`src/rtl/instr_fetch.sv`:
```
// instr_fetch: PC-driven fetch stage issuing reads to a 1-cycle synchronous memory
// and holding each returned word behind a valid/ready handshake to the decoder.
module instr_fetch #(
  parameter int ADDR_W = 8,
  parameter int DATA_W = 16,
  parameter int CNT_W  = 16
) (
  input  logic              clk,
  input  logic              reset,
  input  logic              run,
  input  logic              flush,
  input  logic [ADDR_W-1:0] pc,
  output logic              pc_incr,
  output logic              mem_en,
  output logic [ADDR_W-1:0] mem_addr,
  input  logic [DATA_W-1:0] mem_rdata,
  output logic [DATA_W-1:0] instr,
  output logic [ADDR_W-1:0] instr_addr,
  output logic              instr_valid,
  input  logic              instr_ready,
  output logic [CNT_W-1:0]  fetch_count
);
  typedef enum logic [1:0] {IDLE, ISSUE, WAIT, HOLD} state_e;
  state_e              state_q;
  logic [ADDR_W-1:0]   issue_addr_q;
  logic                pc_incr_q;
  logic [DATA_W-1:0]   instr_q;
  logic [ADDR_W-1:0]   instr_addr_q;
  logic                instr_valid_q;
  logic [CNT_W-1:0]    fetch_count_q;
  assign mem_en      = state_q == ISSUE;
  assign mem_addr    = mem_en ? pc : '0;
  assign pc_incr     = pc_incr_q;
  assign instr       = instr_q;
  assign instr_addr  = instr_addr_q;
  assign instr_valid = instr_valid_q;
  assign fetch_count = fetch_count_q;
  // pc_incr defaults low every cycle so it can only pulse on the WAIT->HOLD edge
  always_ff @(posedge clk or negedge reset) begin
    if (!reset) begin
      state_q       <= IDLE;
      issue_addr_q  <= '0;
      pc_incr_q     <= 1'b0;
      instr_q       <= '0;
      instr_addr_q  <= '0;
      instr_valid_q <= 1'b0;
      fetch_count_q <= '0;
    end else begin
      pc_incr_q <= 1'b0;
      if (flush) begin
        instr_valid_q <= 1'b0;
        state_q       <= run ? ISSUE : IDLE;
      end else begin
        case (state_q)
          IDLE:  state_q <= run ? ISSUE : IDLE;
          ISSUE: begin
            issue_addr_q <= pc;
            state_q      <= WAIT;
          end
          WAIT: begin
            instr_q       <= mem_rdata;
            instr_addr_q  <= issue_addr_q;
            instr_valid_q <= 1'b1;
            pc_incr_q     <= 1'b1;
            state_q       <= HOLD;
          end
          HOLD: if (instr_ready) begin
            fetch_count_q <= fetch_count_q + 1'b1;
            instr_valid_q <= 1'b0;
            state_q       <= run ? ISSUE : IDLE;
          end
          default: state_q <= IDLE;
        endcase
      end
    end
  end
endmodule

```
`config.mk`:
```
export PLATFORM = sky130hd
export DESIGN_NAME = instr_fetch
export DESIGN_NICKNAME = d
export VERILOG_FILES = /design/src/rtl/instr_fetch.sv
export SDC_FILE = /design/constraint.sdc
export NUM_CORES = 1
export LEC_CHECK = 0
export ABC_CLOCK_PERIOD_IN_PS = 4600
export CAP_MARGIN = 20
export CORE_MARGIN = 10
export CORE_UTILIZATION = 45
export CTS_BUF_LIST = sky130_fd_sc_hd__clkbuf_4 sky130_fd_sc_hd__clkbuf_8
export CTS_CLUSTER_DIAMETER = 80
export CTS_CLUSTER_SIZE = 14
export DETAILED_ROUTE_END_ITERATION = 6
export DONT_BUFFER_PORTS = 1
export PLACE_DENSITY_LB_ADDON = 0.25
export REMOVE_ABC_BUFFERS = 1
export SLEW_MARGIN = 20
export SYNTH_ARGS = -nofsm -noshare
export SYNTH_HDL_FRONTEND = slang
export SYNTH_SLANG_ARGS = --single-unit
```
`constraint.sdc`:
```
create_clock -name clk -period 4.6 [get_ports clk]
set_input_delay 0.46 -clock clk [delete_from_list [all_inputs] [get_ports clk]]
set_output_delay 0.46 -clock clk [all_outputs]
set_load 0.02 [all_outputs]
```
== Word-level counts from Yosys, hierarchy flattened ==
Index checks and enable logic that the tools add are counted.

* Mux-type cells: 10
* Reductions and logical operators: 6
* Equal/unequal tests: 4
* Add/sub/neg operators: 1
* Bitwise gates (word level): 1

{| class="wikitable"
|+ Operators by type and width
! cell !! number
|-
| $add A16 B1 Y16 const B || 1
|-
| $mux W8 || 1
|-
| $pmux W2 S4 || 1
|-
| $reduce_and A2 Y1 || 3
|-
| $mux W1 || 5
|-
| $eq A2 B2 Y1 const B || 2
|-
| $mux W2 || 2
|-
| $ne A3 B3 Y1 const B || 1
|-
| $reduce_and A3 Y1 || 1
|-
| $reduce_bool A3 Y1 || 1
|-
| $eq A2 B1 Y1 const B || 1
|-
| $logic_not A2 Y1 || 1
|-
| $pmux W1 S2 || 1
|-
| $not A1 Y1 || 1
|}

* Flip-flop bits (word level): 52
* Output and inout port bits: 51
* Input bits: 29
* Logic and storage cells: 29

== Longest topological paths before layout ==
* Depth in word-level cells: 4
* Depth in mapped cells: 6
* Mapped depth without buffers: 5

== Worst setup path after synthesis ==
No wires, ideal clock.

* Path type: reg-to-output
* Start point: register state_q[1]
* End point: output mem_addr[0]
* Data required time: 4.140 ns
* Path slack: 3.028 ns
* Stages on the path, launching flop included: 4
* Arrival time: 1.112 ns
* Path buffers: 0
* Path through: dfrtp_1 -> inv_1 -> ha_1 -> and2_1

* Longest elaborated chain between the ends: 2

{| class="wikitable"
|+ Ends and longest elaborated chain
! item !! line !! source
|-
| start, declared || 24 || <nowiki>state_e state_q;</nowiki>
|-
| start signal, assigned || 52 || <nowiki>state_q <= run ? ISSUE : IDLE;</nowiki>
|-
| start signal, assigned || 55 || <nowiki>IDLE: state_q <= run ? ISSUE : IDLE;</nowiki>
|-
| start signal, assigned || 70 || <nowiki>state_q <= run ? ISSUE : IDLE;</nowiki>
|-
| $eq A2 B1 Y1 || 31 || <nowiki>assign mem_en = state_q == ISSUE;</nowiki>
|-
| named net mem_en || 14 || <nowiki>output logic mem_en,</nowiki>
|-
| $mux W8 || 32 || <nowiki>assign mem_addr = mem_en ? pc : '0;</nowiki>
|-
| end, declared || 15 || <nowiki>output logic [ADDR_W-1:0] mem_addr,</nowiki>
|}

The timed path passes the listed nets, and every way through them passes these cells.

== Worst setup path after layout ==
Same ends and word-level chain as after synthesis.

==> impl_metrics.ini <==
[grt]
global_route.usage.total_pct = 11.2
first_global_vias = 1358
number_of_antenna_violations_at_the_first_check_in_global_routing = 0
grt_remaining_overflow = 0
grt_pass1_wl_um = 7450
largest_net_degree_at_the_start_of_global_routing = 53

[sta]
worst_slack_ns = 2.53
timing.final.hold_violations = 1
actual_transition_at_the_worst_max_transition_pin_ns = 0.669
post-route-period-util_pct = 45.0
timing_max_transition_violations_final = 0
grt_setup_unrepaired = no
timing.slew.headroom_pct = 55.3
worst_hold_slack_ns = -0.0000503
fmax_ghz = 0.484
totalNegativeSetupSlack_ns = 0
fin_worst_skew_ns = 0.00356
setup_violations = 0
layout_min_cycle_time_ns = 2.07

[place]
place_hpwl_um = 3420
gpl.final_weighted_congestion = 0.701
dp_cells = 221
portBuffers = 0
dpl_worst_slack_ns = 2.46

[clocking]
cts-buffers-inserted = 5
ctsRootBufferMaster = sky130_fd_sc_hd__clkbuf_8
later_pin_clock_latency_in_the_skew_report_ns = 0.30
clock_tree.htree_level_count = 2
post-cts-setup-buffers = 0
max_buffers_root_to_sink = 2
number_of_clock_sinks = 52
tritoncts = yes
path_clk_slew_ns = 0.09

[route]
routed-via-count = 1211
number_of_nets_with_antenna_violations_after_detailed_routing = 0
drt-vias-per-instance = 5.27
wl_um = 4360
post-route-drc-count = 0
detail_route.iter0.violations = 37
dr.pass1.iters = 2
avgRoutedWirePerCell_um = 19.0

[critical_path]
timing.setup.critical_path_class = reg -> out
critical_path.max_fanout = 10
critPathCapture = mem_addr[0]
critical_path.reg2reg.startpoint = state_q[1]$_DFFE_PN0P_
timing.critical_path.to_type = output port
cp-start-kind = register
regToRegEndpoint = issue_addr_q[4]$_DFFE_PN0P_
cp_cell_sequence = inv_1 > ha_1 > and2_1
reg2regPathDepth = 4
worst_path_max_delay_cell = sky130_fd_sc_hd__ha_1
worstSetupStartpoint = state_q[1]$_DFFE_PN0P_
required_ns = 4.14
timing.critical_path.slowest_cell_delay_ns = 0.45
arrival_ns = 1.61
r2r_slack_ns = 2.80

[power]
pwr_density_cell_nw_per_um2 = 657
p_leak_nw = 1.14
fin_total_pwr_w = 0.00160
peakVddDrop_uv = 331

[cells_and_area]
antenna_cells_inserted = 0
final_net_count = 195
layout.cells.non_filler = 230
drive_above_1_share_pct = 29.4
layout-area-overhead-vs-synth_pct = 9.93

[die]
die_height_um = 90.2
pin_count = 80
initial_core_util_pct = 46.6
die_area_um2 = 8130
num_rows = 25
fp.dieW_um = 90.2
core-area_um2 = 4750

[synthesis]
yosys-top-cells-area = sky130_fd_sc_hd__dfrtp_1 59%, sky130_fd_sc_hd__mux2_2 16%, sky130_fd_sc_hd__xnor2_1 4.3%
synth.avg_cell_area_um2 = 14.0
ys_seq_elements = 52
synthesis.instances = 158
synth_edf_count = 0
synth-seq-area-share_pct = 58.7
async_reset_ff_share_pct = 100
synth_top_area_cell = sky130_fd_sc_hd__dfrtp_1
postSynth.topFlopCell = sky130_fd_sc_hd__dfrtp_1
syn-cell-area_um2 = 2220
synth_top_area_share_pct = 58.7
synth_cell_types = 26
synth_warnings = 0

[outcome]
violations = negative hold slack
outcome = complete, but fails checks

[min_path]
holdCritPathClass = in -> async

[job]
max_cap_viol_count = 0
## layer usage
layer	vias to the layer above	wire, um	global-route usage [%]
met2	53	2230	18.8
met3	8	575	7.07
met1	605	1500	11.0
met5	-	0	0
met4	0	53	3.85
li1	545	-	-
## report_power, final
part	leakage, nW	switching, W	internal, W
registers	0.654	0.000281	0.000624
clock network	0.0614	0.000142	0.000178
logic	0.427	0.000177	0.000200
total	1.14	0.000600	0.00100
## metrics by stage
stage	util, %	area [um^2]
6_report	51.3	2440
5_1_grt	51.3	2440
4_1_cts	51.2	2430
3_5_place_dp	48.0	2280
3_3_place_gp	48.0	2280
2_1_floorplan	-	2200
## area by class of cell
type	count	area, um^2
fill	414	2320
sequential	52	1300
multi-input combinational	99	892
tap	67	83.8
clock buffer	6	82.6
clock inverter	2	38.8
timing repair buffer	1	27.5
inverter	3	11.3
## worst min-delay path by stage
stage	start	to	slack (ns)	cells after the start
final	reset	instr_addr[4]$_DFFE_PN0P_	-0.00005	1
after global routing	reset	instr_addr[4]$_DFFE_PN0P_	0.004	1
after CTS	reset	instr_addr[4]$_DFFE_PN0P_	0.004	1
after detailed placement	reset	instr[8]$_DFFE_PN0P_	0.17	0
after global placement	reset	instr[7]$_DFFE_PN0P_	0.17	0
after floorplan	reset	fetch_count[0]$_DFFE_PN0P_	0.16	0
## placed cells by master (no fill, tap or decap), types with 2 or more instances in the layout
| cell type | instances |
|---|---|
| sky130_fd_sc_hd__dfrtp_1 | 52 |
| sky130_fd_sc_hd__ha_1 | 4 |
| sky130_fd_sc_hd__nand3_1 | 2 |
| sky130_fd_sc_hd__xor2_1 | 4 |
| sky130_fd_sc_hd__xnor2_1 | 11 |
| sky130_fd_sc_hd__nand4_1 | 3 |
| sky130_fd_sc_hd__mux2_2 | 32 |
| sky130_fd_sc_hd__nand2_1 | 11 |
| sky130_fd_sc_hd__inv_1 | 3 |
| sky130_fd_sc_hd__and4_1 | 2 |
| sky130_fd_sc_hd__clkbuf_8 | 6 |
| sky130_fd_sc_hd__and2_1 | 8 |
| sky130_fd_sc_hd__nor2_1 | 7 |
| sky130_fd_sc_hd__nor4_4 | 2 |
| sky130_fd_sc_hd__a21oi_1 | 2 |
## timing repair
item                       4_1_cts  5_1_grt
setup endpoints to repair        0        0
hold endpoints to repair        52        0
gates resized for setup          0        0
hold buffers                     1        0
## sequential cells by signal (all words and copies together) (netlist names)
| signal | count |
|---|---|
| fetch_count | 16 |
| instr | 16 |
| instr_addr | 8 |
| issue_addr_q | 8 |
| state_q | 2 |
| instr_valid | 1 |
| pc_incr | 1 |
## cells by family after synthesis
group                      share of synthesized area, %
DFF                                                58.7
and+or+nand+nor                                    13.9
muxes                                              16.3
xor gates and xnor gates                           5.93
buffers and inverters                              1.41
AOI/OAI and AO/OA                                  1.58
adders and majority gates                          2.26
## worst max-delay path, delay by kind of cell, from the launching register on
kind | cells | cell delay [ns]
adder cells (fa/ha/maj) | 1 | 0.45
flip-flops | 1 | 0.43
AND/OR/NAND/NOR | 1 | 0.33
buffers and inverters | 1 | 0.10
## synth_stat cells (2+ instances only)
library cell / instances
sky130_fd_sc_hd__inv_1: 3
sky130_fd_sc_hd__a21oi_1: 2
sky130_fd_sc_hd__nand4_1: 3
sky130_fd_sc_hd__xnor2_1: 11
sky130_fd_sc_hd__xor2_1: 4
sky130_fd_sc_hd__nand3_1: 2
sky130_fd_sc_hd__nand2_1: 11
sky130_fd_sc_hd__nor2_1: 7
sky130_fd_sc_hd__buf_2: 4
sky130_fd_sc_hd__and2_1: 8
sky130_fd_sc_hd__nor4_4: 2
sky130_fd_sc_hd__ha_1: 4
sky130_fd_sc_hd__and4_1: 2
sky130_fd_sc_hd__dfrtp_1: 52
sky130_fd_sc_hd__mux2_2: 32
(Power assumes the default switching activity.)
==> patch 1 (same flow settings) <==
Make the reset (`reset`) synchronous in one clocked block.
--- a/src/rtl/instr_fetch.sv
+++ b/src/rtl/instr_fetch.sv
@@ -36,7 +36,7 @@
   assign instr_valid = instr_valid_q;
   assign fetch_count = fetch_count_q;
   // pc_incr defaults low every cycle so it can only pulse on the WAIT->HOLD edge
-  always_ff @(posedge clk or negedge reset) begin
+  always_ff @(posedge clk) begin
     if (!reset) begin
       state_q       <= IDLE;
       issue_addr_q  <= '0;
Behaviour: differs if reset is asserted again (counterexample within 4 cycles, from zero or initial values and one cycle with reset low); with reset held inactive, the same outputs for 10 cycles.
==> patch 1 against the original RTL <==
Clock skew is 0.00051 ns higher. Non-clock buffer count is 1 lower. Cell area is 9.3% lower. Setup slack better by 0.13 ns. Sequential cell count stayed put. Synthesized area is 4.6% lower. Wire length is 8.5% higher. Critical path type unchanged. Critical endpoint is now mem_addr[1]. Highest routed layer unchanged.
Power is not compared: it rests on default switching activity, and its combinational part moved more than twofold at a synthesized area within 25%.
==> patch 1: results (changes against the original RTL) <==
Outcome
  – Status: finished, final reports clean (was finished with violations)

Timing
  – Final Skew: 0.00407 ns (was 0.00356 ns)
  – Rel. slew slack: 38.0% (was 55.3%)

Setup path
  – R2r endpoint: fetch_count[12] (was issue_addr_q[4])
  – Reg-to-reg critical path startpoint: fetch_count[0] (was state_q[1])
  – R2r setup slk: 2.82 ns (was 2.80 ns)
  – R2r worst-path depth: 5 (was 4)
  – Worst Setup SP: state_q[0] (was state_q[1])
  – CP peak stage delay: 0.47 ns (was 0.45 ns)

Placed design
  – DP HPWL: 3420 um (about the same)
  – Placer Congestion: 0.720 (was 0.701)

Drt
  – Iter 0 DRT Violations: 45 (was 37)
  – Via Count: 1577 (was 1211)
  – TritonRoute pass-1 iters: 4 (was 2)

Synthesis
  – Largest cells by area after synthesis: dfxtp_1 49%, nand2_1 9.6%, a21oi_1 6.6% (was dfrtp_1 59%, mux2_2 16%, xnor2_1 4.3%)
  – Multiplexer share of the synthesized area: 5.68% (was 16.3%)
  – Post-synthesis sequential area ratio: 49.2% (was 58.7%)
  – Synth Area in Adders: 2.37% (was 2.26%)
  – Asr flop ratio synth: 0% (was 100%)
  – Area share of the largest cell type after synthesis: 49.2% (was 58.7%)
  – Post-synth top cells: 54 x nand2_1, 52 x dfxtp_1, 28 x a21oi_1 (was 52 x dfrtp_1, 32 x mux2_2, 11 x nand2_1, 11 x xnor2_1, 8 x and2_1)
  – Synth Area in XOR/XNOR: 3.73% (was 5.93%)

Floorplan
  – Starting Density: 47.6% (was 46.6%)

Finish
  – Layout Nets: 274 (was 195)
  – Layout cell share with drive strength beyond 1: 4.96% (was 29.4%)

GRT
  – Vias in the first global route: 1545 (was 1358)
  – Pin count of the biggest net entering global routing: 47 (was 53)
  – GRT Total Usage: 12.1% (was 11.2%)
-- patch 1: report_power, final --
part	switching, mW	leakage, nW	internal, mW
clock network	0.146	0.0479	0.106
logic	0.0236	0.303	0.0111
registers	0.00701	0.420	0.456
total	0.176	0.770	0.573
-- patch 1: cell families after synthesis --
logic type | Yosys count
AOI/OAI and AO/OA | 35
xor gates and xnor gates | 9
adders and majority gates | 4
buffers and inverters | 16
DFF | 52
muxes | 12
and+or+nand+nor | 119
-- patch 1: critical path: cells and delay by family, from the launching register on --
kind / cells / cell delay (ns)
simple gates: 1 / 0.33
fa+ha+maj: 1 / 0.47
flops: 1 / 0.39
-- patch 1: area by class of cell --
type | instances | area [um2]
clock buffer | 5 | 68.8
clock inverter | 3 | 18.8
fill | 458 | 2230
inverter | 3 | 11.3
multi-input combinational | 179 | 1010
sequential | 52 | 1040
tap | 52 | 65.1
-- patch 1: per-layer routing --
metal / track usage, % / up-vias / wire [um] / part of all wire, %
met3: 6.62 / 2 / 618 / 13
met5: 0 / - / 0 / 0
met2: 19.8 / 56 / 2170 / 46
met1: 13.3 / 712 / 1920 / 41
li1: - / 807 / - / -
met4: 3.08 / 0 / 20 / 0.42
-- patch 1: worst min-delay path by stage --
| stage | slack (ns) | to | depth (start not counted) | start |
|---|---|---|---|---|
| final | 0.29 | state_q[0] | 1 | reset |
| after global routing | 0.26 | instr[15] | 2 | mem_rdata[15] |
| after CTS | 0.27 | state_q[0] | 1 | reset |
| after detailed placement | 0.44 | instr_addr[5] | 2 | issue_addr_q[5] |
| after global placement | 0.44 | instr_addr[1] | 2 | issue_addr_q[1] |
| after floorplan | 0.43 | instr_addr[0] | 2 | issue_addr_q[0] |
-- patch 1: per-stage QoR --
stage	cells	instance area [um2]	power [mW]
floorplan	234	2060	0.501
global placement	286	2120	0.509
detailed placement	286	2120	0.509
CTS	294	2210	0.764
global route	294	2210	0.789
finish	294	2210	0.750
==> patch 2 (same flow settings) <==
Without the edit above. `CNT_W`: 16 -> 14.
--- a/src/rtl/instr_fetch.sv
+++ b/src/rtl/instr_fetch.sv
@@ -3,7 +3,7 @@
 module instr_fetch #(
   parameter int ADDR_W = 8,
   parameter int DATA_W = 16,
-  parameter int CNT_W  = 16
+  parameter int CNT_W  = 14
 ) (
   input  logic              clk,
   input  logic              reset,
Interface: changed (resized fetch_count); port bits go from 80 to 78. The function was not compared with the original's and may differ.
==> patch 2 against the original RTL <==
Cell area down 6.7%. Wire length down 3.6%. Total power down 5.5%. Non-clock buffer count unchanged. Setup slack worse by 0.016 ns. Worst hold slack better by 0.014 ns. Sequential cell count down 2. Synthesized area down 4.8%. Largest cell class unchanged. Largest power group unchanged. Highest routed layer unchanged.
==> patch 2: results (changes against the original RTL) <==
Setup path
  – R2r worst-path depth: 4 (unchanged)
  – R2r endpoint: issue_addr_q[0] (was issue_addr_q[4])
  – R2r setup slk: 2.76 ns (was 2.80 ns)
  – Critical path arrival: about 1.6 ns
  – CP endpoint: mem_addr[4] (was mem_addr[0])

Pwr
  – Combinational gate power: 363 uW (was 376 uW)
  – Switching power: 593 uW (was 600 uW)
  – Clock distribution power: 257 uW (was 320 uW)
  – Power Density: 665 mW/mm2 (was 657 mW/mm2)
  – Leak: 1.03 nW (was 1.14 nW)
  – Maximum vdd drop: 0.246 mV (was 0.331 mV)

Drt
  – Routed wl met2: 2150 um (was 2230 um)
  – Routed len/inst: 20.3 um (was 19.0 um)
  – Wl on met1: 1520 um (was 1500 um)
  – TritonRoute pass-1 iters: 4 (was 2)
  – Iter 0 DRT Violations: 36 (was 37)
  – Routed vias/inst: 5.67 (was 5.27)

Placed design
  – DP HPWL: 3270 um (was 3420 um)

Clocking
  – Clock latency on the worst-skew pair: 0.29 ns
  – Hold-fix buffers at CTS: 1 (unchanged)

Timing
  – Final Skew: 0.00287 ns (was 0.00356 ns)
  – Worst-margin pin slew: 0.685 ns (was 0.669 ns)

Synthesis
  – Post-synthesis sequential area ratio: 59.3% (was 58.7%)
  – Cell variety after synth: 27 (was 26)
  – Post-synth top cells: 50 x dfrtp_1, 27 x mux2_2, 9 x and2_1, 9 x xnor2_1, 7 x nand2_1 (was 52 x dfrtp_1, 32 x mux2_2, 11 x nand2_1, 11 x xnor2_1, 8 x and2_1)
  – Largest cells by area after synthesis: dfrtp_1 59%, mux2_2 14%, xnor2_1 3.7% (was dfrtp_1 59%, mux2_2 16%, xnor2_1 4.3%)

GRT
  – Pin count of the biggest net entering global routing: 51 (was 53)
  – Met3 Resource Use GR: 6.07% (was 7.07%)
  – GRT Total Usage: 10.7% (was 11.2%)
  – Met1 usage: 10.9% (was 11.0%)
  – First-pass GRT wire length: 6510 um (was 7450 um)
  – Vias in the first global route: 1253 (was 1358)
  – Met2 usage: 18.5% (was 18.8%)

Finish
  – Layout cell share with drive strength beyond 1: 27.7% (was 29.4%)
  – Filler cell count in the final layout: 397 (was 414)
  – Layout Nets: 187 (was 195)

Outcome
  – Status: finished, final reports clean (was finished with violations)
## patch 2: changes by cell type in the layout (fill, tap and decap cells not counted), sizes merged, moves of 2 or more
cell	unedited run	this run
nand2	11	7
and3	0	3
xnor2	11	9
nor4	2	0
dfrtp	52	50
nor2	7	5
nor3	0	2
## patch 2: stage by stage
step	util, %	instance area [um2]	setup WS (ns)	hold WS [ns]	instances
2_1_floorplan	-	2080	2.31	0.164	146
3_3_place_gp	48.3	2150	2.54	0.166	198
3_5_place_dp	48.3	2150	2.43	0.166	198
4_1_cts	51.1	2270	2.40	0.00941	207
5_1_grt	51.2	2270	2.41	0.0000187	207
6_report	51.2	2270	2.52	0.0137	207
## patch 2: layout make-up
type                            count  area, um2  share of cell area [%]
Inverter                            2       7.51                   0.330
Multi-Input combinational cell     94        828                    36.4
Sequential cell                    50       1250                    55.0
Clock inverter                      2       12.5                   0.550
Timing Repair Buffer                1       27.5                    1.21
Tap cell                           52       65.1                    2.86
Clock buffer                        6       82.6                    3.63
## patch 2: cell families (layout without fill, tap and decap cells)
| group | count (synthesis) | in the layout | share of synthesized area [%] |
|---|---|---|---|
| AO/OA/AOI/OAI | 5 | 5 | 1.72 |
| XOR/XNOR | 13 | 13 | 5.39 |
| flip-flops | 50 | 50 | 59.3 |
| adder cells (fa/ha/maj) | 4 | 4 | 2.37 |
| multiplexers | 33 | 33 | 17.6 |
| buffers and inverters | 7 | 11 | 1.84 |
| AND/OR/NAND/NOR | 39 | 39 | 11.8 |
## patch 2: worst min path at each step
stage                          end  slack [ns]
finish                     pc_incr        0.01
global route               pc_incr     0.00002
CTS                       instr[1]       0.009
detailed placement        instr[7]        0.17
global placement          instr[7]        0.17
floorplan           fetch_count[0]        0.16
